`config.mk`:
```
export PLATFORM = sky130hd
export DESIGN_NAME = rr_trace_buf_sched
export DESIGN_NICKNAME = d
export VERILOG_FILES = /design/src/rtl/rr_trace_sched_pkg.sv /design/src/rtl/rr_trace_desc_fifo.sv /design/src/rtl/rr_trace_buf_sched.sv
export SDC_FILE = /design/constraint.sdc
export NUM_CORES = 1
export LEC_CHECK = 0
export ABC_AREA = 1
export ABC_CLOCK_PERIOD_IN_PS = 11200
export BUFFER_PORTS_ARGS = -buffer_cell sky130_fd_sc_hd__buf_4
export CORE_ASPECT_RATIO = 0.6
export CORE_MARGIN = 10
export CORE_UTILIZATION = 55
export DETAILED_ROUTE_END_ITERATION = 8
export HOLD_SLACK_MARGIN = 0.08
export PLACE_DENSITY_LB_ADDON = 0.08
export SETUP_SLACK_MARGIN = 0.02
export SLEW_MARGIN = 15
export SYNTH_ARGS = -nofsm -noshare
export SYNTH_HDL_FRONTEND = slang
export SYNTH_SLANG_ARGS = --single-unit
```
`constraint.sdc`:
```
create_clock -name clk -period 11.2 [get_ports clk]
set_clock_uncertainty 0.1 [all_clocks]
set_input_delay 0.56 -clock clk [delete_from_list [all_inputs] [get_ports clk]]
set_output_delay 0.56 -clock clk [all_outputs]
set_load 0.03 [all_outputs]
```
`src/rtl/rr_trace_sched_pkg.sv`:
```
// Shared types for the trace buffer scheduler.
//   sched_state_t : scheduler FSM states
//   mode_t        : session direction (record / replay)
//   desc_t        : queued host buffer descriptor {addr, size}
// Descriptor fields are carried at DESC_FIELD_W bits. Wrappers with narrower
// address/size ports zero-extend on the way in and truncate on the way out,
// so ADDR_WIDTH and SIZE_WIDTH must not exceed DESC_FIELD_W.
package rr_trace_sched_pkg;

  localparam int DESC_FIELD_W = 64;

  typedef enum logic [2:0] {
    ST_IDLE      = 3'd0,
    ST_WAIT_DESC = 3'd1,
    ST_ISSUE     = 3'd2,
    ST_RUN       = 3'd3,
    ST_DRAIN     = 3'd4
  } sched_state_t;

  typedef enum logic {
    MODE_RECORD = 1'b0,
    MODE_REPLAY = 1'b1
  } mode_t;

  typedef struct packed {
    logic [DESC_FIELD_W-1:0] addr;
    logic [DESC_FIELD_W-1:0] size;
  } desc_t;

endpackage

```
`src/rtl/rr_trace_desc_fifo.sv`:
```
// Descriptor FIFO for the trace buffer scheduler.
//   clk, rst : clock, asynchronous active-high reset (empties the queue)
//   push     : enqueue wdata; dropped when full unless pop is also asserted
//   pop      : dequeue head (rdata is the head, valid while !empty)
//   wdata    : descriptor to enqueue
//   rdata    : head descriptor
//   full     : registered, count == DEPTH
//   empty    : count == 0
//   count    : number of queued descriptors
//   drop     : combinational, push rejected this cycle
// DEPTH must be a power of two so the pointers wrap naturally.
module rr_trace_desc_fifo
  import rr_trace_sched_pkg::*;
#(
  parameter int DEPTH = 4
) (
  input  logic                           clk,
  input  logic                           rst,
  input  logic                           push,
  input  logic                           pop,
  input  desc_t                          wdata,
  output desc_t                          rdata,
  output logic                           full,
  output logic                           empty,
  output logic [$clog2(DEPTH+1)-1:0]     count,
  output logic                           drop
);

  localparam int PTR_W = $clog2(DEPTH);
  localparam int CNT_W = $clog2(DEPTH + 1);

  desc_t             mem [DEPTH];
  logic [PTR_W-1:0]  wr_ptr;
  logic [PTR_W-1:0]  rd_ptr;
  logic              pop_ok;
  logic              push_ok;
  logic [CNT_W-1:0]  count_next;

  assign empty   = (count == '0);
  assign pop_ok  = pop && !empty;
  // A pop frees the slot in the same cycle, so a push against a full queue
  // is still accepted when it coincides with a pop.
  assign push_ok = push && (!full || pop_ok);
  assign drop    = push && !push_ok;
  assign rdata   = mem[rd_ptr];

  always_comb begin
    count_next = count;
    case ({push_ok, pop_ok})
      2'b10:   count_next = count + CNT_W'(1);
      2'b01:   count_next = count - CNT_W'(1);
      default: count_next = count;
    endcase
  end

  // NOTE: the storage array has no reset; emptiness is defined by the
  // pointers and count, so clearing the payload would only cost flops.
  always_ff @(posedge clk) begin
    if (push_ok) mem[wr_ptr] <= wdata;
  end

  always_ff @(posedge clk or posedge rst) begin
    if (rst) begin
      wr_ptr <= '0;
      rd_ptr <= '0;
      count  <= '0;
      full   <= 1'b0;
    end else begin
      if (push_ok) wr_ptr <= wr_ptr + PTR_W'(1);
      if (pop_ok)  rd_ptr <= rd_ptr + PTR_W'(1);
      count <= count_next;
      full  <= (count_next == CNT_W'(DEPTH));
    end
  end

endmodule

```
`src/rtl/rr_trace_buf_sched.sv`:
```
// Round-robin trace buffer scheduler: queues host buffer descriptors and
// hands them one at a time to trace_rw for a record or replay session.
//   clk, rst          : clock, asynchronous active-high reset
//   desc_push/addr/size : enqueue a host buffer descriptor (any state)
//   desc_full, desc_count : queue status
//   mode              : 0 record / 1 replay, latched on an accepted start
//   start, stop       : session control pulses
//   buf_done          : trace_rw finished the active buffer
//   buf_addr/buf_size : active buffer, changes only when leaving ISSUE
//   write_buf_update / read_buf_update : load pulse for record / replay
//   record_finish     : flush pulse on record-session stop
//   busy, starved     : state != IDLE, state == WAIT_DESC
//   done_cnt          : buffers completed since the last accepted start
//   err_overflow      : sticky, a push was dropped while full
module rr_trace_buf_sched
  import rr_trace_sched_pkg::*;
#(
  parameter int DESC_DEPTH = 4,
  parameter int ADDR_WIDTH = 64,
  parameter int SIZE_WIDTH = 64
) (
  input  logic                              clk,
  input  logic                              rst,
  input  logic                              desc_push,
  input  logic [ADDR_WIDTH-1:0]             desc_addr,
  input  logic [SIZE_WIDTH-1:0]             desc_size,
  output logic                              desc_full,
  output logic [$clog2(DESC_DEPTH+1)-1:0]   desc_count,
  input  logic                              mode,
  input  logic                              start,
  input  logic                              stop,
  input  logic                              buf_done,
  output logic [ADDR_WIDTH-1:0]             buf_addr,
  output logic [SIZE_WIDTH-1:0]             buf_size,
  output logic                              write_buf_update,
  output logic                              read_buf_update,
  output logic                              record_finish,
  output logic                              busy,
  output logic                              starved,
  output logic [31:0]                       done_cnt,
  output logic                              err_overflow
);

  sched_state_t state;
  sched_state_t state_next;
  mode_t        mode_q;
  logic         stop_pending;
  logic         stop_now;
  logic         start_ok;
  logic         finish;
  logic         count_done;

  desc_t        fifo_wdata;
  desc_t        fifo_head;
  logic         fifo_pop;
  logic         fifo_empty;
  logic         fifo_drop;

  assign fifo_wdata = '{addr: DESC_FIELD_W'(desc_addr), size: DESC_FIELD_W'(desc_size)};
  assign fifo_pop   = (state == ST_ISSUE);

  rr_trace_desc_fifo #(
    .DEPTH (DESC_DEPTH)
  ) u_desc_fifo (
    .clk   (clk),
    .rst   (rst),
    .push  (desc_push),
    .pop   (fifo_pop),
    .wdata (fifo_wdata),
    .rdata (fifo_head),
    .full  (desc_full),
    .empty (fifo_empty),
    .count (desc_count),
    .drop  (fifo_drop)
  );

  // A stop seen during the one-cycle ISSUE is honoured on the first RUN cycle.
  assign stop_now = stop || stop_pending;

  // NOTE: combinational blocks use blocking assignments and give every
  // output a default first, so no path leaves a latch behind.
  always_comb begin
    state_next = state;
    start_ok   = 1'b0;
    finish     = 1'b0;
    count_done = 1'b0;
    case (state)
      ST_IDLE: begin
        if (start) begin
          start_ok   = 1'b1;
          state_next = fifo_empty ? ST_WAIT_DESC : ST_ISSUE;
        end
      end
      ST_WAIT_DESC: begin
        if (stop) begin
          state_next = ST_IDLE;
          finish     = 1'b1;
        end else if (desc_push || !fifo_empty) begin
          state_next = ST_ISSUE;
        end
      end
      ST_ISSUE: state_next = ST_RUN;
      ST_RUN: begin
        if (buf_done) begin
          count_done = 1'b1;
          if (stop_now) begin
            state_next = ST_IDLE;
            finish     = 1'b1;
          end else begin
            state_next = fifo_empty ? ST_WAIT_DESC : ST_ISSUE;
          end
        end else if (stop_now) begin
          state_next = ST_DRAIN;
          finish     = 1'b1;
        end
      end
      ST_DRAIN: begin
        if (buf_done) begin
          count_done = 1'b1;
          state_next = ST_IDLE;
        end
      end
      default: state_next = ST_IDLE;
    endcase
  end

  always_ff @(posedge clk or posedge rst) begin
    if (rst) begin
      state            <= ST_IDLE;
      mode_q           <= MODE_RECORD;
      stop_pending     <= 1'b0;
      buf_addr         <= '0;
      buf_size         <= '0;
      write_buf_update <= 1'b0;
      read_buf_update  <= 1'b0;
      record_finish    <= 1'b0;
      busy             <= 1'b0;
      starved          <= 1'b0;
      done_cnt         <= '0;
      err_overflow     <= 1'b0;
    end else begin
      state   <= state_next;
      busy    <= (state_next != ST_IDLE);
      starved <= (state_next == ST_WAIT_DESC);

      if (start_ok) mode_q <= mode_t'(mode);

      if (state == ST_ISSUE)     stop_pending <= stop;
      else if (state == ST_RUN)  stop_pending <= 1'b0;

      if (state == ST_ISSUE) begin
        buf_addr <= fifo_head.addr[ADDR_WIDTH-1:0];
        buf_size <= fifo_head.size[SIZE_WIDTH-1:0];
      end
      write_buf_update <= (state == ST_ISSUE) && (mode_q == MODE_RECORD);
      read_buf_update  <= (state == ST_ISSUE) && (mode_q == MODE_REPLAY);
      record_finish    <= finish && (mode_q == MODE_RECORD);

      if (start_ok)        done_cnt <= '0;
      else if (count_done) done_cnt <= done_cnt + 32'd1;

      // A drop in the same cycle as start still counts for the new session.
      if (fifo_drop)      err_overflow <= 1'b1;
      else if (start_ok)  err_overflow <= 1'b0;
    end
  end

endmodule

```
* Word-level counts from Yosys, hierarchy flattened
Memories as Yosys holds them, arrays and structs flattened. A register that Yosys moved wholly into a read port is not among the register bits. Index checks and enable logic that the tools add are counted. Widths: inputs -> output; s select.
Cells by class: add/subtract/negate cells 5, $mul 0, div/mod/pow operators 0, $lt $le $gt $ge 0, eq/ne operators 8, shift operators 0, muxes and demuxes 25, bitwise logic cells 1, reductions and logical operators 19
Operators by type and width (count):
- $mux 32 | 2
- $add 32x1->32 const B | 1
- $mux 3 | 6
- $pmux 3 s5 | 1
- $mux 1 | 12
- $eq 3x1->1 const B | 2
- $eq 3x2->1 const B | 2
- $eq 3x3->1 const B | 2
- $logic_and 1x1->1 | 6
- $logic_not 3->1 | 2
- $pmux 3 s2 | 1
- $reduce_bool 2->1 | 3
- $add 2x1->2 const B | 2
- $mux 2 | 2
- $add 3x1->3 const B | 1
- $logic_not 1->1 | 3
- $logic_or 1x1->1 | 3
- $reduce_bool 3->1 | 1
- $sub 3x1->3 const B | 1
- $eq 2x1->1 const B | 1
- $eq 2x2->1 const B | 1
- $pmux 1 s2 | 1
- $reduce_or 2->1 | 1
- $not 1->1 | 1
Word-level totals: register bits 51, bits in latches 0, RAM bits 512, memory bits (read-only) 0, input bits 135, memories 1
Memories:
- u_desc_fifo.mem | depth 4, width 128, rd ports 1, clocked after memory_dff 1, wr ports 1, line rr_trace_desc_fifo.sv:32 | desc_t mem [DEPTH];

* Longest topological paths before layout
Gate-level depths: netlist of run 1.
depth after elaboration 8, gate-level depth with buffers 13, depth with buffers taken out 13

* Modules after synthesis
Synthesis of run 1 repeated with hierarchy kept, for this count alone.
Unflattened totals: cell total of the unflattened synthesis 2208, area total of the unflattened synthesis 26807.0 um^2
Modules (own cells, without submodules):
- rr_trace_desc_fifo | times used 1, cells each 1301, area each 19476.2 um^2, seq. area each 15574.9 um^2
- rr_trace_buf_sched | times used 1, cells each 907, area each 7330.8 um^2, seq. area each 4279.1 um^2

* Least setup slack after synthesis of run 1
No wires, ideal clock.
path type register -> register, start point reg u_desc_fifo.count[0], end point mem u_desc_fifo.mem[0][0] in the netlist's numbering, enable pin, setup time 0.617 ns, data arrival time 6.415 ns, setup slack 4.068 ns, cell stages (with the launch flop) 7, buffers on the path 0, period minus slack after synthesis 7.132 ns, path through dfrtp_1 -> inv_1 -> nand3_1 -> nand2_1 -> nand2_1 -> nand2_2 -> nor2_1
Between the ends: word-level cells in the longest chain between the ends 7
RTL lines:
- start, declared | line rr_trace_desc_fifo.sv:25 | output logic [$clog2(DEPTH+1)-1:0] count,
- start signal, assigned | line rr_trace_desc_fifo.sv:71 | count <= count_next;
- $logic_not 3->1 | line rr_trace_desc_fifo.sv:39 | assign empty = (count == '0);
- $logic_not 1->1 | line rr_trace_desc_fifo.sv:40 | assign pop_ok = pop && !empty;
- $logic_and 1x1->1 | line rr_trace_desc_fifo.sv:40
- $logic_or 1x1->1 | line rr_trace_desc_fifo.sv:43 | assign push_ok = push && (!full || pop_ok);
- $logic_and 1x1->1 | line rr_trace_desc_fifo.sv:43
- $mux 1 | line rr_trace_desc_fifo.sv:59 | if (push_ok) mem[wr_ptr] <= wdata;
- $mux 1 (not written as such) | line rr_trace_desc_fifo.sv:59
- end, declared | line rr_trace_desc_fifo.sv:32
No other way between the ends.

* Worst setup path in the final report of run 1
start point reg state[2], end point mem u_desc_fifo.mem[0][59] in the netlist's numbering, enable pin
Between the ends: word-level cells in the longest chain between the ends 6
RTL lines:
- start, declared | line rr_trace_buf_sched.sv:44 | sched_state_t state;
- start signal, assigned | line rr_trace_buf_sched.sv:142 | state <= state_next;
- $eq 3x2->1 | line rr_trace_buf_sched.sv:60 | assign fifo_pop = (state == ST_ISSUE);
- $logic_and 1x1->1 | line rr_trace_desc_fifo.sv:40
- $logic_or 1x1->1 | line rr_trace_desc_fifo.sv:43
- $logic_and 1x1->1 | line rr_trace_desc_fifo.sv:43
- $mux 1 | line rr_trace_desc_fifo.sv:59
- $mux 1 (not written as such) | line rr_trace_desc_fifo.sv:59
No other way between the ends.

==> results of run 1 <==
## registers in the layout (all words and copies together), names as in the netlist
name and count:
done_cnt 32, busy 1, starved 1, u_desc_fifo.rd_ptr 2, buf_addr 64, err_overflow 1, u_desc_fifo.count 3, record_finish 1
u_desc_fifo.mem 512, u_desc_fifo.full 1, state 3, mode_q 1, buf_size 64, stop_pending 1, u_desc_fifo.wr_ptr 2, read_buf_update 1
write_buf_update 1
## placed cells by master, fill, tap and decap left out, drive strengths merged, types with 6 or more instances in the layout
| master | Yosys | final |
|---|---|---|
| clkinv | 0 | 28 |
| nor2 | 479 | 479 |
| nand3 | 30 | 30 |
| o21ai | 139 | 139 |
| nand2 | 525 | 525 |
| nand4 | 14 | 14 |
| inv | 59 | 59 |
| ha | 6 | 6 |
| a21oi | 8 | 8 |
| bufinv | 0 | 6 |
| dlygate4sd3 | 0 | 129 |
| edfxtp | 512 | 512 |
| buf | 74 | 321 |
| xor2 | 6 | 6 |
| dfrtp | 179 | 179 |
| clkbuf | 44 | 75 |
| o32ai | 128 | 128 |
## worst max-delay path by stage
stage,start,slack [ns],endpoint,depth (start not counted)
floorplan,u_desc_fifo.count[0]$_DFF_PP0_,4.07,u_desc_fifo.mem[0][0]$_DFFE_PP_,6
global placement,state[2]$_DFF_PP0_,6.54,u_desc_fifo.mem[0][53]$_DFFE_PP_,10
detailed placement,state[2]$_DFF_PP0_,6.48,u_desc_fifo.mem[0][53]$_DFFE_PP_,10
CTS,state[2]$_DFF_PP0_,6.49,u_desc_fifo.mem[0][59]$_DFFE_PP_,10
global route,state[2]$_DFF_PP0_,6.23,u_desc_fifo.mem[0][59]$_DFFE_PP_,10
finish,state[2]$_DFF_PP0_,6.52,u_desc_fifo.mem[0][59]$_DFFE_PP_,10
## metrics by stage
stage          hold WS [ns]  setup slack, ns  instances  power, mW
4_1_cts              0.0812             6.49       3305       9.00
5_1_grt               0.146             6.23       3309       9.45
2_1_floorplan         0.303             4.07       2221       5.88
3_3_place_gp          0.323             6.54       3064       6.80
3_5_place_dp          0.317             6.48       3064       6.86
6_report             0.0536             6.52       3310       8.94
## cells by family (layout without fill, tap and decap cells)
| kind of cell | Yosys count | count (layout) | synth area share |
|---|---|---|---|
| flops | 691 | 691 | 0.739 |
| buf+inv | 177 | 622 | 0.0310 |
| other cells | 0 | 4 | 0 |
| xor+xnor | 9 | 9 | 0.00293 |
| simple gates | 1056 | 1056 | 0.152 |
| fa+ha+maj | 7 | 7 | 0.00354 |
| compound gates | 281 | 281 | 0.0711 |
## worst reg2reg max path, cell delays in order (launching register included)
cell and delay, ns:
dfrtp_1 0.41, inv_2 0.10, nand2_1 0.12, nor2_4 0.09, buf_4 0.51, nand2_1 0.23
nand2_1 0.13, nand2_2 0.19, nor2_4 0.89, buf_4 0.79, buf_4 0.74
## per-layer routing
| layer | routed length [µm] | vias up | track usage |
|---|---|---|---|
| met5 | 9 | - | 0 |
| met4 | 1140 | 2 | 0.0466 |
| met3 | 3800 | 87 | 0.0370 |
| met2 | 30800 | 540 | 0.356 |
| met1 | 29300 | 8903 | 0.307 |
| li1 | - | 8509 | - |
## report_power, final
group | internal (mW) | switching [mW]
logic | 0.957 | 2.13
clock network | 1.17 | 0.930
registers | 3.43 | 0.323
## final cells by class
| type | instances | area share |
|---|---|---|
| timing repair buffer | 450 | 0.113 |
| sequential | 691 | 0.605 |
| clock buffer | 75 | 0.0493 |
| tap | 640 | 0.0244 |
| multi-input combinational | 1353 | 0.189 |
| antenna | 4 | 0.000305 |
| inverter | 59 | 0.00728 |
| clock inverter | 38 | 0.0117 |
==> metrics, run 1 <==
mean post-synth cell area=between 10 and 15 µm²; Setup-failing EPs final=0; Post-layout nets=between 2,000 and 3,000; clock net sink count=~690; row count=62; RSZ-0062 raised after global routing=false; CP max-delay cell=nor2_4; drt first pass iters=5; final core area utilization=0.683; Initial DRC Count=~1,600; Peak VDD IR=about 0.00019 V; Root Driver=clkbuf_16; CTS tree=done; largest net degree at the start of global routing=173; Yosys warning count=0; vias in the first global route=about 18,000; crit path capture type=register; post-route antenna net violation count=0; Critical Path RT=~11 ns; Post-Syn Area=between 20,000 and 30,000 µm²; GRT Resource Usage Total=0.218; Leak=13.0 nW; DRC errors left=0; r2r setup slk=roughly 6.5 ns; htree depth=2; fillers=around 3,500; Buffers on Ports=roughly 300; register bit total from synthesis=691; Initial Util=0.559; post-synthesis sequential area ratio=0.739; die height=between 150 and 200 µm; TritonCTS Buffers=60; Post-synth top cells=521 x nand2_1, 512 x edfxtp_1, 477 x nor2_1, 179 x dfrtp_1, 136 x o21ai_0; routed vias=18,041; Clock transition at path regs=about 0.06 ns; worst-margin pin slew=1.18 ns; first-pass GRT wire length=about 100,000 µm; # IOs=305; Final GP Congestion=0.886; Reg-to-Reg End=u_desc_fifo.mem[0][59]$_DFFE_PP_; share of cells above drive strength 1=0.163; core footprint=between 40,000 and 50,000 µm²; Critical Path Source Type=register; critical path data arrival time=4.81 ns; Avg WL per Cell=between 15 and 20 µm; CP bufs+invs=4; Mapped Cells=roughly 2,200; crit path kind=reg2reg; RR Startpoint=state[2]$_DFF_PP0_; initial antenna violation count=5; critical-path cell list=inv_2 > nand2_1 > nor2_4 > buf_4 > nand2_1 > nand2_1 > nand2_2 > nor2_4 > buf_4 > buf_4; latest clock arrival within the worst-skew pair=around 0.6 ns; fin area=~33,000 µm²; register area=about 20,000 µm²; Crit path largest cell delay=0.89 ns; synth top area cells=edfxtp_1 57%, dfrtp_1 17%, nand2_1 7.3%; predominant post-synthesis flop cell=edfxtp_1; setup TNS=0 ns; most frequent cell after synthesis=nand2_1; Final Cycle Share=0.418; Placement Cell Area=slightly below 30,000 µm²; Final min period=roughly 4.7 ns; Layout area overhead=22.2%; # Post-CTS Setup Buffers=0; asr flop ratio synth=0.259; Hold Path Class=in2async; EDFF count, synth=512; post-synth cell types=35; P per Cell Area=approximately 270 nW/µm²; clock tree buffer depth=3; final WL=approximately 65,000 µm; Synth Net Count=between 2,000 and 2,500; cts repair resizes=0; worst-path maximum fanout=49; fmax=roughly 0.21 GHz; max-slew violations=0; Via density=around 5.5; die extent in x=between 300 and 400 µm; final hold vios=0; Top Family by Delay on Critical Path=buffers and inverters; full die area=58,400 µm²; grt ovf=0; Slew HR=0.214; cells on worst reg2reg path=10; Max Cap Viol=0; post-synth top area share=0.572; Multi-input gate area=~6200 µm²; status=finished, final reports clean; CTS Hold Bufs=128; Detail Placement HPWL=38,300 µm; area leader, netlist=edfxtp_1
No activity file was read; power rests on OpenSTA's default activity.
==> run 2: changes to the inputs <==
- ABC_CLOCK_PERIOD_IN_PS: 11200 -> 4400
- clock period: 11.2 -> 4.4 ns (I/O delays scaled with it)
==> run 2 against run 1 <==
Effect of this change: critical path depth is 2 lower; utilization is 0.35 points higher; sequential cell count stayed put; final cell count is 0.21% higher; non-clock buffer count is 7 higher; first-iteration DRC count is 9.6% lower; sequential share of layout area is 0.30 points lower; worst hold slack better by 0.20 ns; global-route usage is 0.27 points lower; register-to-register slack worse by 4.9 ns; maximum frequency is 71% higher; power grew to 2.6 times the previous value; critical path type unchanged; critical endpoint is now buf_addr[23]$_DFFE_PP0N_; largest power group unchanged.
==> metrics, run 2 (synthesis gave the netlist of run 1 again) <==
post-route insts no fill=3,317 (+0.21%); Clock transition at path regs=0.07 ns (about the same); Max Cap Viol=0 (unchanged); TritonCTS Buffers=59 (-1.7%); die extent in x=305 µm (unchanged); most flop-heavy register=u_desc_fifo.mem; vias in the first global route=17,685 (-0.86%); most frequent cells in the layout=521 x nand2_1, 512 x edfxtp_1, 472 x nor2_1, 314 x buf_4, 177 x dfrtp_1; Initial Util=0.559 (unchanged); Critical Path Source Type=register; Setup-failing EPs final=0 (unchanged); clock tree buffer depth=3 (unchanged); routed vias=18,002 (-0.22%); max-slew violations=0 (unchanged); htree depth=2 (unchanged); status=finished, final reports clean; Peak VDD IR=0.000445 V (+130%); latest clock arrival within the worst-skew pair=0.61 ns (about the same); die height=191 µm (unchanged); grt ovf=0 (unchanged); largest net degree at the start of global routing=141 (-18%); Placement Cell Area=29,700 µm² (+0.49%); worst-margin pin slew=1.01 ns (-0.173 ns); DRC errors left=0 (unchanged); Avg WL per Cell=19.3 µm (-1.7%); worst-path maximum fanout=61 (+24%); setup TNS=0 ns (unchanged); RR Startpoint=state[2]$_DFF_PP0_; cts repair resizes=0 (unchanged); CTS tree=done; fillers=3,444 (-2.1%); Final min period=2.74 ns (-1.94 ns); full die area=58,400 µm² (unchanged); row count=62 (unchanged); Post-layout nets=2,763 (+0.22%); post-route antenna net violation count=0 (unchanged); Critical Path RT=4.79 ns (-6.54 ns); clock net sink count=691 (unchanged); Buffers on Ports=304 (unchanged); RSZ-0062 raised after global routing=false; Placed Cells incl. Taps=3,067 (+0.098%); initial antenna violation count=8 (+3); crit path kind=reg2reg; critical path data arrival time=3.14 ns (-1.67 ns); Root Driver=clkbuf_16; fin area=33,000 µm² (+0.51%); Leak=13.0 nW (+0.31%); Layout area overhead=22.9%; core footprint=48,100 µm² (unchanged); share of cells above drive strength 1=0.160 (-0.00293); Slew HR=0.329 (+0.116); # IOs=305 (unchanged); final WL=64,100 µm (-1.5%); worst setup path startpoint=state[2]$_DFF_PP0_; commonest non-fill, non-tap cell in the layout=nand2_1; Fin Hold WS=0.253 ns (+0.200 ns); # Post-CTS Setup Buffers=0 (unchanged); Via density=5.43 (-0.43%); fmax=0.364 GHz (+71%); P per Cell Area=691 nW/µm² (+150%); Final GP Congestion=0.885 (about the same); HP Start=desc_size[34]; biggest registers after layout=u_desc_fifo.mem x512, buf_addr x64, buf_size x64; GRT Resource Usage Total=0.215 (-0.00273); Detail Placement HPWL=36,300 µm (-5.4%); final hold vios=0 (unchanged); Hold Path Class=in2reg; first-pass GRT wire length=101,000 µm (-0.76%); drt first pass iters=5 (unchanged); max reg flops=512 (unchanged); crit path capture type=register; CTS Hold Bufs=133 (+3.9%); Initial DRC Count=1,422 (-9.6%); Final Cycle Share=0.624 (+0.205)
## run 2: cell types whose count changed in the layout (fill, tap and decap cells not counted), sizes merged
| cell | previous run | this run |
|---|---|---|
| clkbuf | 75 | 83 |
| diode | 4 | 6 |
| dlygate4sd3 | 129 | 133 |
| bufinv | 6 | 8 |
| clkinv | 28 | 17 |
| inv | 59 | 58 |
| buf | 321 | 324 |
## run 2: final timing paths
kind / to / slack [ns] / depth (start not counted)
min reg2reg: write_buf_update$_DFF_PP0_ / 0.33 / 1
min: u_desc_fifo.mem[1][34]$_DFFE_PP_ / 0.25 / 2
max in group asynchronous: buf_size[17]$_DFFE_PP0N_ / 2.96 / 4
max reg2reg: buf_addr[23]$_DFFE_PP0N_ / 1.66 / 8
max: buf_addr[23]$_DFFE_PP0N_ / 1.66 / 8
min in group asynchronous: record_finish$_DFF_PP0_ / 0.29 / 3
## run 2: power by group
group | leakage (nW) | switching [mW] | total [mW] | internal (mW)
registers | 6.95 | 0.885 | 9.61 | 8.73
clock network | 0.957 | 2.29 | 5.34 | 3.05
logic | 5.10 | 5.35 | 7.85 | 2.49
total | 13.0 | 8.53 | 22.8 | 14.3
## run 2: final cells by class
class / count / area [µm²] / share of cell area
Sequential cell: 691 / 19900 / 0.602
Antenna cell: 6 / 15.0 / 0.000455
Inverter: 59 / 235 / 0.00713
Multi-Input combinational cell: 1353 / 6220 / 0.188
Tap cell: 640 / 801 / 0.0243
Clock buffer: 83 / 1630 / 0.0493
Clock inverter: 28 / 362 / 0.0110
Timing Repair Buffer: 457 / 3890 / 0.118
## run 2: worst max-delay path, cell delays in order (launching register included)
cell and delay (ns):
dfrtp_1 0.41, inv_2 0.09, nand2_1 0.11, nor2_4 0.10
buf_4 0.63, inv_4 0.45, buf_4 0.49, nand2_1 0.16
nand2_1 0.07
## run 2: metrics by stage
step,setup slack (ns),utilization,power [mW]
floorplan,-0.590,-,14.9
global placement,1.67,0.617,17.3
detailed placement,1.63,0.617,17.5
CTS,1.63,0.686,23.0
global route,1.43,0.686,24.1
finish,1.66,0.686,22.8
## run 2: per-layer routing
layer / wire (µm) / global-route usage / vias up
li1: - / - / 8518
met1: 28600 / 0.302 / 8908
met2: 30800 / 0.351 / 501
met3: 3800 / 0.0410 / 71
met4: 872 / 0.0425 / 4
met5: 27 / 0 / -
==> run 3: changes to the inputs <==
- ABC_AREA: 1 -> 0
- ABC_CLOCK_PERIOD_IN_PS: 4400 -> 2550
- clock period: 4.4 -> 2.55 ns (I/O delays scaled with it)
==> run 3 against run 2 <==
Effect of this change: final cell count decreased by 20%; die area fell by 3.1%; maximum frequency rose by 14%; largest cell class unchanged; largest power group unchanged.
==> metrics, run 3 <==
sequential share of power=0.420 (-0.002); Leak=12.8 nW (-1.2%); Critical Path Source Type=register; grt ovf=0 (unchanged); critical path data arrival time=2.81 ns (-0.33 ns); vias in the first global route=15,437 (-13%); Clock transition at path regs=0.06 ns (about the same); DRC errors left=0 (unchanged); Hold Path Class=in2async; max reg flops=512 (unchanged); Final Cycle Share=0.943 (+0.320); post-synth top area share=0.592 (+0.0202); Final GP Congestion=0.791 (-11%); die height=188 µm (-1.5%); post-synthesis compound-gate area fraction=0.0145 (-0.0566); post-synthesis mux area share=0.114 (+0.114); fmax=0.416 GHz (+14%); max-slew violations=0 (unchanged); Setup-failing EPs final=0 (unchanged); share of cells above drive strength 1=0.301 (+0.140); post-route antenna net violation count=0 (unchanged); initial antenna violation count=9 (+1); register bit total from synthesis=691 (unchanged); Detail Placement HPWL=36,000 µm (-0.77%); Critical Path RT=2.95 ns (-1.84 ns); post-synth cell types=51 (+46%); P per Cell Area=1180 nW/µm² (+71%); htree depth=2 (unchanged); Initial DRC Count=943 (-34%); Yosys warning count=0 (unchanged); worst-margin pin slew=0.881 ns (-0.126 ns); CTS tree=done; clock tree buffer depth=3 (unchanged); Net Sw Frac=0.333 (-0.0414); worst-path maximum fanout=4 (-93%); clock net sink count=691 (unchanged); setup TNS=0 ns (unchanged); crit path capture type=register; post-synthesis sequential area ratio=0.765 (+0.0261); Final min period=2.41 ns (-0.338 ns); Avg WL per Cell=21.6 µm (+12%); XOR/XNOR Fraction of Synth Area=0.00439 (+0.00145); routed vias=14,524 (-19%); Max Cap Viol=0 (unchanged); TritonCTS Buffers=59 (unchanged); commonest non-fill, non-tap cell in the layout=edfxtp_1; Root Driver=clkbuf_16; EDFF count, synth=512 (unchanged); post-synthesis simple-gate area fraction=0.0848 (-0.0677); fillers=3,011 (-13%); Slew HR=0.411 (+0.0823); GRT Resource Usage Total=0.205 (-0.0101); full die area=56,600 µm² (-3.1%); drt first pass iters=7 (+2); Layout area overhead=27.2%; status=finished, final reports clean; most frequent cell after synthesis=edfxtp_1; most flop-heavy register=u_desc_fifo.mem; biggest registers after layout=u_desc_fifo.mem x512, buf_addr x64, buf_size x64; internal power=26.0 mW (+82%); Mapped Cells=1,494 (-33%); largest family of logic cells by synthesized area=multiplexers; RSZ-0062 raised after global routing=false; largest net degree at the start of global routing=132 (-6.4%); adder-cell share of the synthesized area=0.00366 (+0.000125); latest clock arrival within the worst-skew pair=0.58 ns (-0.03 ns); final hold vios=0 (unchanged); row count=61 (-1.6%); crit path kind=reg2reg; core footprint=46,500 µm² (-3.4%); first-pass GRT wire length=91,400 µm (-9.6%); mean post-synth cell area=17.4 µm² (+44%); area leader, netlist=edfxtp_1; Post-layout nets=2,126 (-23%); most frequent cells in the layout=512 x edfxtp_1, 408 x nand2_1, 332 x buf_4, 177 x dfrtp_1, 136 x dlygate4sd3_1; asr flop ratio synth=0.259 (unchanged); die extent in x=300 µm (-1.6%); switching pwr=13.0 mW (+52%); final WL=57,600 µm (-10%); Post-Syn Area=25,900 µm² (-3.4%); Comb pwr share=0.345 (about the same); Synth Net Count=1,636 (-31%); Buffers on Ports=304 (unchanged); Via density=5.44 (+0.31%); clock network fraction of design power=0.235 (about the same); synth top area cells=edfxtp_1 59%, dfrtp_1 17%, mux4_2 11%; Design Power=39.0 mW (+71%); Peak VDD IR=0.00107 V (+140%); predominant post-synthesis flop cell=edfxtp_1; # IOs=305 (unchanged); Post-synth top cells=512 x edfxtp_1, 408 x nand2_1, 179 x dfrtp_1, 128 x mux4_2, 50 x clkbuf_1; Initial Util=0.558 (about the same)
run 3: changes by cell type in the layout (fill, tap and decap cells not counted), sizes merged, moves of 42 or more:
cell,change
nor2,-468
mux4,+128
o32ai,-128
o21ai,-127
nand2,-117
inv,-48
buf,+42
run 3: critical path, cell delays in order, from the launching register on:
cell	delay (ns)
dfrtp_1	0.39
nor3_2	0.22
nand2b_4	0.19
a21boi_2	0.08
inv_1	0.07
ha_1	0.18
inv_1	0.06
fa_1	0.38
xor2_1	0.15
nor2_1	0.12
xor2_1	0.21
nor3b_2	0.18
run 3: power by group through the flow:
stage	Sequential [mW]	Clock, mW	Combinational, mW
6_report	16.4	9.15	13.4
5_1_grt	16.6	9.85	14.6
4_1_cts	16.4	9.34	13.6
3_5_place_dp	16.6	0	13.4
3_3_place_gp	16.5	0	13.2
2_1_floorplan	18.2	0	6.43
run 3: logic make-up (layout without fill, tap and decap cells):
kind of cell / after synthesis / count (layout)
DFF: 691 / 691
and+or+nand+nor: 507 / 507
muxes: 136 / 136
buffers and inverters: 83 / 621
AOI/OAI and AO/OA: 57 / 57
xor gates and xnor gates: 13 / 13
adders and majority gates: 7 / 7
other: 0 / 6
run 3: path summary, 6_finish.rpt:
path	from	to	slack, ns	depth (start not counted)
setup / recovery	u_desc_fifo.count[1]$_DFF_PP0_	u_desc_fifo.full$_DFF_PP0_	0.14	11
max in group asynchronous	rst	buf_addr[10]$_DFFE_PP0N_	1.54	4
setup reg to reg	u_desc_fifo.count[1]$_DFF_PP0_	u_desc_fifo.full$_DFF_PP0_	0.14	11
hold reg to reg	buf_addr[49]$_DFFE_PP0N_	buf_addr[49]$_DFFE_PP0N_	0.37	2
min in group clk	desc_size[38]	u_desc_fifo.mem[2][38]$_DFFE_PP_	0.18	2
hold / removal	rst	buf_size[0]$_DFFE_PP0N_	0.15	3
run 3: metal layers:
| layer | vias up | GRT usage | part of all wire |
|---|---|---|---|
| met5 | - | 0 | 0.00076 |
| met2 | 360 | 0.338 | 0.49 |
| met3 | 78 | 0.0382 | 0.051 |
| li1 | 6608 | - | - |
| met1 | 7472 | 0.286 | 0.44 |
| met4 | 6 | 0.0403 | 0.015 |
run 3: layout make-up:
type,instances,area [µm²],share of cell area
multi-input cells,720,5790,0.175
well taps,630,788,0.0239
repair buffers,502,4530,0.137
clock inverters,42,453,0.0137
diodes,6,15.0,0.000455
flip-flops and latches,691,19900,0.602
inverters,10,41.3,0.00125
clock buffers,67,1520,0.0460
run 3: metrics by stage:
stage          hold slack (ns)  instances   util  instance area [µm²]  setup WS (ns)
6_report                 0.152       2668  0.710                33000          0.144
5_1_grt                  0.158       2666  0.710                33000        0.00424
3_3_place_gp             0.216       2414  0.637                29600          0.170
3_5_place_dp             0.213       2414  0.637                29600         0.0322
4_1_cts                  0.144       2659  0.709                32900         0.0682
2_1_floorplan           0.0996       1494      -                26000         -0.854
run 3: timing repair:
action,4_1_cts,5_1_grt
setup buffers,0,3
resized for setup,1,2
endpoints found under the setup margin,1,1
pin swaps,0,2
hold buffers,136,0
hold endpoints to repair,706,0
gates cloned,0,0
